**src/rtl/synapse_array_if.sv**
```systemverilog
`default_nettype none
// ============================================================================
// Module   : synapse_array_if
// Brief    : Weight-BRAM bus between synapse_array (master) and its banks.
// Revision : 1.0
// ============================================================================
interface synapse_array_if #(
    parameter int NUM_BANK = 6,
    parameter int AWIDTH   = 9,
    parameter int BANK_W   = 64
);
    logic [NUM_BANK*AWIDTH-1:0] addr;
    logic [NUM_BANK-1:0]        ce;
    logic [NUM_BANK-1:0]        we;
    logic [NUM_BANK*BANK_W-1:0] d;
    logic [NUM_BANK*BANK_W-1:0] q;

    modport master (output addr, ce, we, d, input q);
    modport slave  (input addr, ce, we, d, output q);
endinterface
`default_nettype wire

```
**src/rtl/synapse_array.sv**
```systemverilog
`default_nettype none
// ============================================================================
// Module   : synapse_array
// Brief    : Per-beat signed sum of spiking synaptic weights over all BRAM
//            banks, plus a weight-reset sweep of every BRAM location.
// Config   : SYNAPSE_ARRAY_SAT_EN - clamp o_current when CUR_W < SUM_W.
// Revision : 1.0
// ============================================================================
module synapse_array #(
    parameter int NUM_BANK = 6,
    parameter int LANES    = 4,
    parameter int WEIGHT_W = 16,
    parameter int DEPTH    = 432,
    parameter int AWIDTH   = 9,
    parameter int CUR_W    = 25
) (
    input  logic                         clk,
    input  logic                         reset_n,
    input  logic                         i_run,
    input  logic                         i_wegt_rst,
    input  logic [WEIGHT_W-1:0]          i_rst_value,
    input  logic [NUM_BANK-1:0]          i_bank_mask,
    input  logic [NUM_BANK*LANES-1:0]    i_spike_bundle,
    input  logic                         i_valid,
    output logic [CUR_W-1:0]             o_current,
    output logic                         o_valid,
    output logic                         o_is_single_done,
    output logic                         o_done,
    output logic                         o_busy,
    synapse_array_if.master              bram
);

    localparam int NSPK  = NUM_BANK * LANES;
    localparam int SUM_W = WEIGHT_W + $clog2(NSPK);

    localparam logic [2:0] S_IDLE  = 3'd0;
    localparam logic [2:0] S_RUN   = 3'd1;
    localparam logic [2:0] S_DRAIN = 3'd2;
    localparam logic [2:0] S_WRST  = 3'd3;
    localparam logic [2:0] S_DONE  = 3'd4;

    localparam logic [AWIDTH-1:0] c_last = AWIDTH'(DEPTH - 1);

    logic [2:0]          state_q, state_d;
    logic [AWIDTH-1:0]   cnt_q, cnt_d;
    logic [NUM_BANK-1:0] mask_q, mask_d;
    logic                run_q, run_d;
    logic [WEIGHT_W-1:0] rstv_q, rstv_d;

    logic                p1_valid_q;
    logic                p1_last_q;
    logic [NSPK-1:0]     p1_spk_q;
    logic [CUR_W-1:0]    o_current_q;
    logic                o_valid_q;
    logic                o_single_q;

    logic                w_run;
    logic                w_wrst;
    logic                w_beat;
    logic                w_last_addr;
    logic [AWIDTH-1:0]   w_addr;
    logic [NSPK-1:0]     w_mask_exp;
    logic signed [WEIGHT_W-1:0] w_wt;
    logic signed [SUM_W-1:0]    w_sum;
    logic [CUR_W-1:0]    w_cur;

    assign w_run       = (state_q == S_RUN);
    assign w_wrst      = (state_q == S_WRST);
    assign w_beat      = w_run && i_valid;
    assign w_last_addr = (cnt_q == c_last);
    assign w_addr      = (w_run || w_wrst) ? cnt_q : '0;

    generate
        for (genvar b = 0; b < NUM_BANK; b++) begin : g_mask
            assign w_mask_exp[b*LANES +: LANES] = {LANES{mask_q[b]}};
        end
    endgenerate

    // Control FSM
    always_comb begin
        state_d = state_q;
        cnt_d   = cnt_q;
        mask_d  = mask_q;
        run_d   = run_q;
        rstv_d  = rstv_q;
        case (state_q)
            S_IDLE: begin
                if (i_wegt_rst) begin
                    state_d = S_WRST;
                    cnt_d   = '0;
                    run_d   = 1'b0;
                    rstv_d  = i_rst_value;
                end else if (i_run) begin
                    state_d = S_RUN;
                    cnt_d   = '0;
                    run_d   = 1'b1;
                    mask_d  = i_bank_mask;
                end
            end
            S_RUN: begin
                if (i_valid) begin
                    if (w_last_addr) begin
                        state_d = S_DRAIN;
                        cnt_d   = '0;
                    end else begin
                        cnt_d = cnt_q + 1'b1;
                    end
                end
            end
            S_WRST: begin
                if (w_last_addr) begin
                    state_d = S_DRAIN;
                    cnt_d   = '0;
                end else begin
                    cnt_d = cnt_q + 1'b1;
                end
            end
            // A run waits for its last output; a weight reset waits one cycle
            // so the final write has landed before completion is reported.
            S_DRAIN: begin
                if (!run_q || o_single_q) begin
                    state_d = S_DONE;
                end
            end
            S_DONE:  state_d = S_IDLE;
            default: state_d = S_IDLE;
        endcase
    end

    // Weight sum over lanes selected by the registered, pre-masked spikes
    always_comb begin
        w_sum = '0;
        w_wt  = '0;
        for (int i = 0; i < NSPK; i++) begin
            w_wt = bram.q[i*WEIGHT_W +: WEIGHT_W];
            if (p1_spk_q[i]) begin
                w_sum = w_sum + SUM_W'(w_wt);
            end
        end
    end

    generate
        if (CUR_W >= SUM_W) begin : g_sext
            assign w_cur = CUR_W'(w_sum);
        end else begin : g_narrow
`ifdef SYNAPSE_ARRAY_SAT_EN
            localparam logic signed [SUM_W-1:0] c_sat_max =
                SUM_W'((longint'(1) <<< (CUR_W - 1)) - longint'(1));
            localparam logic signed [SUM_W-1:0] c_sat_min = ~c_sat_max;
            assign w_cur = (w_sum > c_sat_max) ? c_sat_max[CUR_W-1:0] :
                           (w_sum < c_sat_min) ? c_sat_min[CUR_W-1:0] :
                                                 w_sum[CUR_W-1:0];
`else
            logic w_unused_hi;
            assign w_unused_hi = ^w_sum[SUM_W-1:CUR_W];
            assign w_cur       = w_sum[CUR_W-1:0];
`endif
        end
    endgenerate

    always_ff @(posedge clk or negedge reset_n) begin
        if (!reset_n) begin
            state_q     <= S_IDLE;
            cnt_q       <= '0;
            mask_q      <= '0;
            run_q       <= 1'b0;
            rstv_q      <= '0;
            p1_valid_q  <= 1'b0;
            p1_last_q   <= 1'b0;
            p1_spk_q    <= '0;
            o_current_q <= '0;
            o_valid_q   <= 1'b0;
            o_single_q  <= 1'b0;
        end else begin
            state_q    <= state_d;
            cnt_q      <= cnt_d;
            mask_q     <= mask_d;
            run_q      <= run_d;
            rstv_q     <= rstv_d;
            p1_valid_q <= w_beat;
            p1_last_q  <= w_beat && w_last_addr;
            p1_spk_q   <= w_beat ? (i_spike_bundle & w_mask_exp) : '0;
            o_valid_q  <= p1_valid_q;
            o_single_q <= p1_last_q;
            if (p1_valid_q) begin
                o_current_q <= w_cur;
            end
        end
    end

    assign o_current        = o_current_q;
    assign o_valid          = o_valid_q;
    assign o_is_single_done = o_single_q;
    assign o_done           = (state_q == S_DONE);
    assign o_busy           = (state_q != S_IDLE);

    assign bram.addr = {NUM_BANK{w_addr}};
    assign bram.ce   = w_beat ? mask_q : (w_wrst ? {NUM_BANK{1'b1}} : '0);
    assign bram.we   = w_wrst ? {NUM_BANK{1'b1}} : '0;
    assign bram.d    = w_wrst ? {NSPK{rstv_q}} : '0;

endmodule
`default_nettype wire

```
**src/flat_wrapper.sv**
```systemverilog
// flat-port wrapper written by rule: the top's interface ports become plain ports
module synapse_array_flat 
#(
    parameter int NUM_BANK = 6,
    parameter int LANES    = 4,
    parameter int WEIGHT_W = 16,
    parameter int DEPTH    = 432,
    parameter int AWIDTH   = 9,
    parameter int CUR_W    = 25
)
  (clk, reset_n, i_run, i_wegt_rst, i_rst_value, i_bank_mask, i_spike_bundle, i_valid, o_current, o_valid, o_is_single_done, o_done, o_busy, bram_addr, bram_ce, bram_we, bram_d, bram_q);
  synapse_array_if #(.NUM_BANK(NUM_BANK), .AWIDTH(AWIDTH), .BANK_W((LANES * WEIGHT_W))) bram_i ();
  input  logic clk;
  input  logic reset_n;
  input  logic i_run;
  input  logic i_wegt_rst;
  input  logic [WEIGHT_W-1:0] i_rst_value;
  input  logic [NUM_BANK-1:0] i_bank_mask;
  input  logic [NUM_BANK*LANES-1:0] i_spike_bundle;
  input  logic i_valid;
  output logic [CUR_W-1:0] o_current;
  output logic o_valid;
  output logic o_is_single_done;
  output logic o_done;
  output logic o_busy;
  output wire logic [$bits(bram_i.addr)-1:0] bram_addr;
  output wire logic [$bits(bram_i.ce)-1:0] bram_ce;
  output wire logic [$bits(bram_i.we)-1:0] bram_we;
  output wire logic [$bits(bram_i.d)-1:0] bram_d;
  input wire logic [$bits(bram_i.q)-1:0] bram_q;
  assign bram_addr = bram_i.addr;
  assign bram_ce = bram_i.ce;
  assign bram_we = bram_i.we;
  assign bram_d = bram_i.d;
  assign bram_i.q = bram_q;
  synapse_array #(.NUM_BANK(NUM_BANK), .LANES(LANES), .WEIGHT_W(WEIGHT_W), .DEPTH(DEPTH), .AWIDTH(AWIDTH), .CUR_W(CUR_W)) u_core (.clk(clk), .reset_n(reset_n), .i_run(i_run), .i_wegt_rst(i_wegt_rst), .i_rst_value(i_rst_value), .i_bank_mask(i_bank_mask), .i_spike_bundle(i_spike_bundle), .i_valid(i_valid), .o_current(o_current), .o_valid(o_valid), .o_is_single_done(o_is_single_done), .o_done(o_done), .o_busy(o_busy), .bram(bram_i));
endmodule
```
**config.mk**
```make
export PLATFORM = sky130hd
export DESIGN_NAME = synapse_array_flat
export DESIGN_NICKNAME = d
export VERILOG_FILES = /design/src/rtl/synapse_array_if.sv /design/src/rtl/synapse_array.sv /design/src/flat_wrapper.sv
export SDC_FILE = /design/constraint.sdc
export NUM_CORES = 1
export LEC_CHECK = 0
export BUFFER_PORTS_ARGS = -buffer_cell sky130_fd_sc_hd__buf_2
export CORE_MARGIN = 4
export CORE_UTILIZATION = 30
export DETAILED_ROUTE_END_ITERATION = 10
export HOLD_SLACK_MARGIN = 0.15
export SYNTH_ARGS = -nofsm -noshare
export SYNTH_HDL_FRONTEND = slang
export SYNTH_SLANG_ARGS = --single-unit
```
**constraint.sdc**
```tcl
create_clock -name clk -period 33.8 [get_ports clk]
set_input_delay 10.14 -clock clk [delete_from_list [all_inputs] [get_ports clk]]
set_output_delay 10.14 -clock clk [all_outputs]
set_load 0.01 [all_outputs]
```
# ---- Word level (Yosys, flattened, before mapping)
# Index checks and enable logic that the tools add are counted.
dict set report classes {
  add_sub_neg 24
  n_eq_ne 8
  mux 42
  bitwise_logic 2
  reduce_logical 14
}
# op n
set ops {}
lappend ops {{two-way mux 21 bit} 24}
lappend ops {{adder 21 x 16 -> 21 bit} 23}
lappend ops {{two-way mux 384 bit} 1}
lappend ops {{two-way mux 9 bit} 5}
lappend ops {{case mux 9 bit (3 select lines)} 1}
lappend ops {{bitwise AND 24 bit} 1}
lappend ops {{two-way mux 24 bit} 1}
lappend ops {{two-way mux 3 bit} 5}
lappend ops {{two-way mux 6 bit} 2}
lappend ops {{case mux 3 bit (4 select lines)} 1}
lappend ops {{adder 9 x 1 -> 9 bit (second input constant)} 1}
lappend ops {{== test 9 bit (second input constant)} 1}
lappend ops {{AND reduction 3 bit} 3}
lappend ops {{== test 3 x 2 -> 1 bit (second input constant)} 2}
lappend ops {{nonzero test 3 bit} 2}
lappend ops {{AND reduction 2 bit} 2}
lappend ops {{== test 3 x 1 -> 1 bit (second input constant)} 1}
lappend ops {{== test 3 bit (second input constant)} 1}
lappend ops {{logical NOT 3 bit} 1}
lappend ops {{!= test 3 bit (second input constant)} 1}
lappend ops {{logical AND 1 bit} 2}
lappend ops {{logical OR 1 bit} 2}
lappend ops {{two-way mux 1 bit} 2}
lappend ops {{!= test 2 x 1 -> 1 bit (second input constant)} 1}
lappend ops {{other kinds (4)} 4}
dict set report word_totals {
  reg_bits 84
  inputBits 435
  output_inout_bits 479
}

# ---- Logic depth before layout (Yosys ltp)
dict set report depth {
  depth_word 47
  mapped_depth 151
  mapped_depth_nobuf 149
}

# ---- Least setup slack after synthesis
# Ideal clock, no wire load.
dict set report synth_timing {
  kind {input port to flip-flop}
  from {input port bram_q[0]}
  to {register u_core.o_current[20] (netlist name)}
  t_arrival_ps 35421
  required_ps 33675
  slack_ps -1746
  path_stages 134
  n_path_buf 0
  cell_sequence {and2_1 ha_1 ha_1 a21oi_1 a21boi_0 or3_1 a31o_2 ha_1 or3b_2 a21oi_1 nor2_1 ha_1 nor3_1 nand3b_1 o31ai_1 ha_1 or3_1 a21oi_1 [98 not listed] mux2_2 a21bo_2 ha_1 nand2b_1 mux2_2 a21bo_2 ha_1 nand2_1 mux2i_1 a211o_1 ha_1 nand2_1 o21ai_0 xor2_1 nand2_1 xnor2_1 xnor3_1 mux2_4}
}
dict set report synth_via {
  elab_chain_cells 47
}
# item line_no
set synth_lines {}
lappend synth_lines {{from (decl)} flat_wrapper.sv:30} ;# input wire logic [$bits(bram_i.q)-1:0] bram_q;
lappend synth_lines {{two-way mux 21 bit *} synapse_array.sv:136} ;# if (p1_spk_q[i]) begin
lappend synth_lines {{adder 21 x 16 -> 21 bit} synapse_array.sv:137} ;# w_sum = w_sum + SUM_W'(w_wt);
lappend synth_lines {{two-way mux 21 bit *} synapse_array.sv:136}
lappend synth_lines {{adder 21 x 16 -> 21 bit} synapse_array.sv:137}
lappend synth_lines {{two-way mux 21 bit *} synapse_array.sv:136}
lappend synth_lines {{adder 21 x 16 -> 21 bit} synapse_array.sv:137}
lappend synth_lines {{two-way mux 21 bit *} synapse_array.sv:136}
lappend synth_lines {{adder 21 x 16 -> 21 bit} synapse_array.sv:137}
lappend synth_lines {{[31 not listed]} -}
lappend synth_lines {{adder 21 x 16 -> 21 bit} synapse_array.sv:137}
lappend synth_lines {{two-way mux 21 bit *} synapse_array.sv:136}
lappend synth_lines {{adder 21 x 16 -> 21 bit} synapse_array.sv:137}
lappend synth_lines {{two-way mux 21 bit *} synapse_array.sv:136}
lappend synth_lines {{adder 21 x 16 -> 21 bit} synapse_array.sv:137}
lappend synth_lines {{two-way mux 21 bit *} synapse_array.sv:136}
lappend synth_lines {{adder 21 x 16 -> 21 bit} synapse_array.sv:137}
lappend synth_lines {{two-way mux 21 bit *} synapse_array.sv:136}
# Every way passes the cells marked *; elsewhere a longest branch is shown, timed or not.
# A chain may end at the register's enable or synchronous reset.

# ---- Worst setup path after layout
dict set report layout_timing {
  from {input port bram_q[3]}
  to {register u_core.o_current[20] (netlist name)}
}
dict set report layout_via {
  elab_chain_cells 47
}
# item line_no
set layout_lines {}
lappend layout_lines {{two-way mux 21 bit *} synapse_array.sv:136}
lappend layout_lines {{adder 21 x 16 -> 21 bit} synapse_array.sv:137}
lappend layout_lines {{two-way mux 21 bit *} synapse_array.sv:136}
lappend layout_lines {{adder 21 x 16 -> 21 bit} synapse_array.sv:137}
lappend layout_lines {{two-way mux 21 bit *} synapse_array.sv:136}
lappend layout_lines {{adder 21 x 16 -> 21 bit} synapse_array.sv:137}
lappend layout_lines {{two-way mux 21 bit *} synapse_array.sv:136}
lappend layout_lines {{adder 21 x 16 -> 21 bit} synapse_array.sv:137}
lappend layout_lines {{[31 not listed]} -}
lappend layout_lines {{adder 21 x 16 -> 21 bit} synapse_array.sv:137}
lappend layout_lines {{two-way mux 21 bit *} synapse_array.sv:136}
lappend layout_lines {{adder 21 x 16 -> 21 bit} synapse_array.sv:137}
lappend layout_lines {{two-way mux 21 bit *} synapse_array.sv:136}
lappend layout_lines {{adder 21 x 16 -> 21 bit} synapse_array.sv:137}
lappend layout_lines {{two-way mux 21 bit *} synapse_array.sv:136}
lappend layout_lines {{adder 21 x 16 -> 21 bit} synapse_array.sv:137}
lappend layout_lines {{two-way mux 21 bit *} synapse_array.sv:136}
# Marks and branches as above.

==> flow_summary.ini <==
[sta]
rsz0062_at_grt = yes
tightest_slew_ns = 1.22
layout_setup_ws_ns = -1.78
finalCritPeriodShare = 1.05
fin_skew_ns = 0.0164
setup_viol = 8
hold_violations = 0
fmax_mhz = 28.1
slew_violations = 0
fin_crit_ns = 35.58
relSlewSlack = 0.190

[place]
dpl.cell_count = 8506
gp_congestion = 0.979
placed_area_mm2 = 0.0509
place_ws_ns = -3.63
dp_hpwl_um = 141000
io_buffers = 913

[final_layout]
final-instance-count-excl-fill = 8754
area_growth_pct = 57.5
drive_above_1_share = 0.474
finalInstanceArea_mm2 = 0.0559
finish.utilization = 0.479
nFillCells = 11554
fin_nets = 8140

[floorplan]
die_h_um = 352
num_io_pins = 914
coreArea_mm2 = 0.117
rows = 125
initial_core_util = 0.304
dieArea_mm2 = 0.124
fp.dieW_um = 352

[global_routing]
antenna_found_initial = 17
overflow = 0
grt_pass1_wl_um = 253000
grt_pass1_vias = 44352
grtUsageTotal = 0.257
grt_max_degree = 58

[critical_path]
crit_buf_inv = 13
slowest_stage = or4_1
arrival_ns = 35.88
cp_max_fo = 6
startpoint_type = primary input
crit_path_frequent_cell = ha_4
crit_type = primary input to register
cp.depth = 143
rr_worst_depth = 143
end_kind = register
critPathTopFamily = compound AO/OA/AOI/OAI gates
cp.required_ns = 34.10
cpPeakStageDelay_ns = 0.46

[drt]
drt-initial-drc-count = 3204
dr.pass1.iters = 8
drc_errors = 0
vias_per_cell = 5.26
totalWireLength_um = 172000
ant_nets = 0
vias = 46013
routedWlPerCell_um = 19.6

[synthesis]
synthAdderAreaFrac = 0.179
synth_area_mm2 = 0.0355
synthFlopType = dfrtp_1
synthSimpleGateAreaFrac = 0.208
yosysWarnings = 0
syn_nets = 5960
synth_xor_area_frac = 0.0831
ys_seq_elements = 84
synth_cell_types = 97
synth_top_family_by_area = compound AO/OA/AOI/OAI gates
synth_compound_area_frac = 0.298
yosysTopAreaCell = ha_1
synth_top_area_share = 0.166
synth_edf_count = 0
syn_area_per_cell_um2 = 7.06
synth_mux_area_frac = 0.0378
synth_top_cells_by_area = ha_1 17%, buf_4 8.9%, dfrtp_1 5.9%, xnor2_1 5.4%, a21oi_1 5.2%
synthCells = 5031
yosysSeqAreaShare = 0.0592
async_flop_share = 1.00

[power]
p_clk_frac = 0.019
power.density_mw_per_mm2 = 108
max-vdd-ir-drop_mv = 0.0704
p_leak_nw = 30.1
seqPwrFrac = 0.027
switchingPower_w = 0.00279
internal-power_w = 0.00324
swShare = 0.462
p_comb_frac = 0.954

[min_path]
hold_class = register to register
hold_depth = 0

[run_status]
status = complete, but fails checks
violations = negative setup slack

[clock_network]
clkTransAtPathRegs_ns = 0.09
clk_latency_ns = 0.41
cts_tree = done
tritoncts.num_buffers = 9
root_buffer = clkbuf_16
hold_buffers = 0
htreeDepth = 3
numClockSinks = 84
cts.path.max_buffers = 2

[run]
drv_cap = 0
==> power groups by stage <==
stage | clock network, W | logic, W | registers [W]
CTS | 0.000123 | 0.00536 | 0.000161
detailed placement | 0 | 0.00491 | 0.000162
floorplan | 0 | 0.00280 | 0.000156
global placement | 0 | 0.00484 | 0.000162
finish | 0.000117 | 0.00575 | 0.000162
global route | 0.000124 | 0.00622 | 0.000166
==> cell usage in the layout (no fill, tap or decap), drive strengths merged, types with 16 or more instances in the layout <==
master,instances
a21o,153
and3,77
o21ai,347
a311oi,16
nand2,480
nand2b,70
fa,22
o31ai,48
and2,59
nand4,31
nor2,412
o211ai,48
nand3b,18
a22oi,16
o21a,100
o22ai,16
or2,28
a211oi,39
a31oi,80
inv,276
ha,472
xor2,100
o21bai,54
a211o,32
nor2b,52
xnor2,219
nand3,110
nor4,21
nor3,115
a21oi,367
o311ai,19
a221oi,24
a21boi,27
a41oi,16
or3,43
mux2i,37
o31a,21
buf,2734
mux2,86
dfrtp,84
==> worst paths after layout <==
path / slack, ns / start / to
max: -1.78 / bram_q[3] / u_core.o_current[20]
min: 0.38 / u_core.p1_last_q / u_core.o_is_single_done
max reg2reg: 7.17 / u_core.p1_spk_q[0] / u_core.o_current[20]
min reg2reg: 0.38 / u_core.p1_last_q / u_core.o_is_single_done
max in group asynchronous: 22.81 / reset_n / u_core.p1_spk_q[10]
min in group asynchronous: 9.66 / reset_n / u_core.rstv_q[3]
==> layout make-up <==
| class | instances | area, um2 | share of cell area |
|---|---|---|---|
| flip-flops and latches | 84 | 2100 | 0.0376 |
| clock buffers | 9 | 225 | 0.00403 |
| inverters | 280 | 1050 | 0.0188 |
| repair buffers | 2735 | 18300 | 0.327 |
| multi-input cells | 4101 | 32200 | 0.576 |
| diodes | 14 | 35.0 | 0.000626 |
| well taps | 1524 | 1910 | 0.0341 |
| clock inverters | 7 | 81.3 | 0.00145 |
==> cells in the mapped netlist (31+ instances only) <==
cell type and count:
ha_1 472, o21bai_1 53, or3_1 42, a21oi_1 366
o31ai_1 47, and2_1 59, mux2_2 85, a211o_1 32
dfrtp_1 84, a31oi_1 80, and3_1 77, mux2i_1 37
o211ai_1 48, nor3_1 115, nor2b_1 52, nand3_1 110
inv_1 272, o21a_1 99, o21ai_0 327, nand2b_1 70
buf_4 423, a21o_1 152, nand2_1 480, a211oi_1 38
xor2_1 100, nor2_1 411, nand4_1 31, clkbuf_1 128
xnor2_1 219
==> layer usage <==
layer / up-vias / part of all wire / global-route usage
met4: 4 / 0.034 / 0.0814
met5: - / 0.00020 / 0
met1: 22001 / 0.44 / 0.330
met2: 1484 / 0.47 / 0.445
met3: 246 / 0.057 / 0.0334
li1: 22278 / - / -
==> kinds of logic (layout without fill, tap and decap cells) <==
logic type / count (synthesis) / count (layout)
AO/OA/AOI/OAI: 1594 / 1594
XOR/XNOR: 326 / 326
adder cells (fa/ha/maj): 496 / 496
buffers and inverters: 846 / 3031
flip-flops: 84 / 84
multiplexers: 123 / 123
other: 0 / 14
AND/OR/NAND/NOR: 1562 / 1562
==> worst register-to-register path: cells and delay by family, from the launching register on <==
| family | cells | cell delay (ns) |
|---|---|---|
| mux | 4 | 0.98 |
| fa+ha+maj | 23 | 6.58 |
| simple gates | 37 | 6.09 |
| flops | 1 | 0.79 |
| buf+inv | 12 | 1.61 |
| xor+xnor | 17 | 2.60 |
| compound gates | 50 | 7.89 |
==> metrics by stage <==
step | TNS (ns) | hold slack [ns] | total power [W]
floorplan | -0.341 | 0.331 | 0.00296
global placement | -28.94 | 0.341 | 0.00500
detailed placement | -30.81 | 0.353 | 0.00507
CTS | -4.13 | 0.377 | 0.00564
global route | -18.61 | 0.383 | 0.00651
finish | -6.73 | 0.379 | 0.00603
==> state kept, by name, summed over array words and instances, names as in the netlist, 3 cells and up <==
name,cells
u_core.mask_q,6
u_core.rstv_q,16
u_core.cnt_q,9
u_core.state_q,3
u_core.p1_spk_q,24
u_core.o_current,21
==> timing repair <==
action | in CTS | in global routing
endpoints found under the setup margin | 12 | 14
pin swaps | 200 | 235
gates resized for setup | 309 | 305
setup buffers | 146 | 73
No activity file was read; power rests on OpenSTA's default activity.
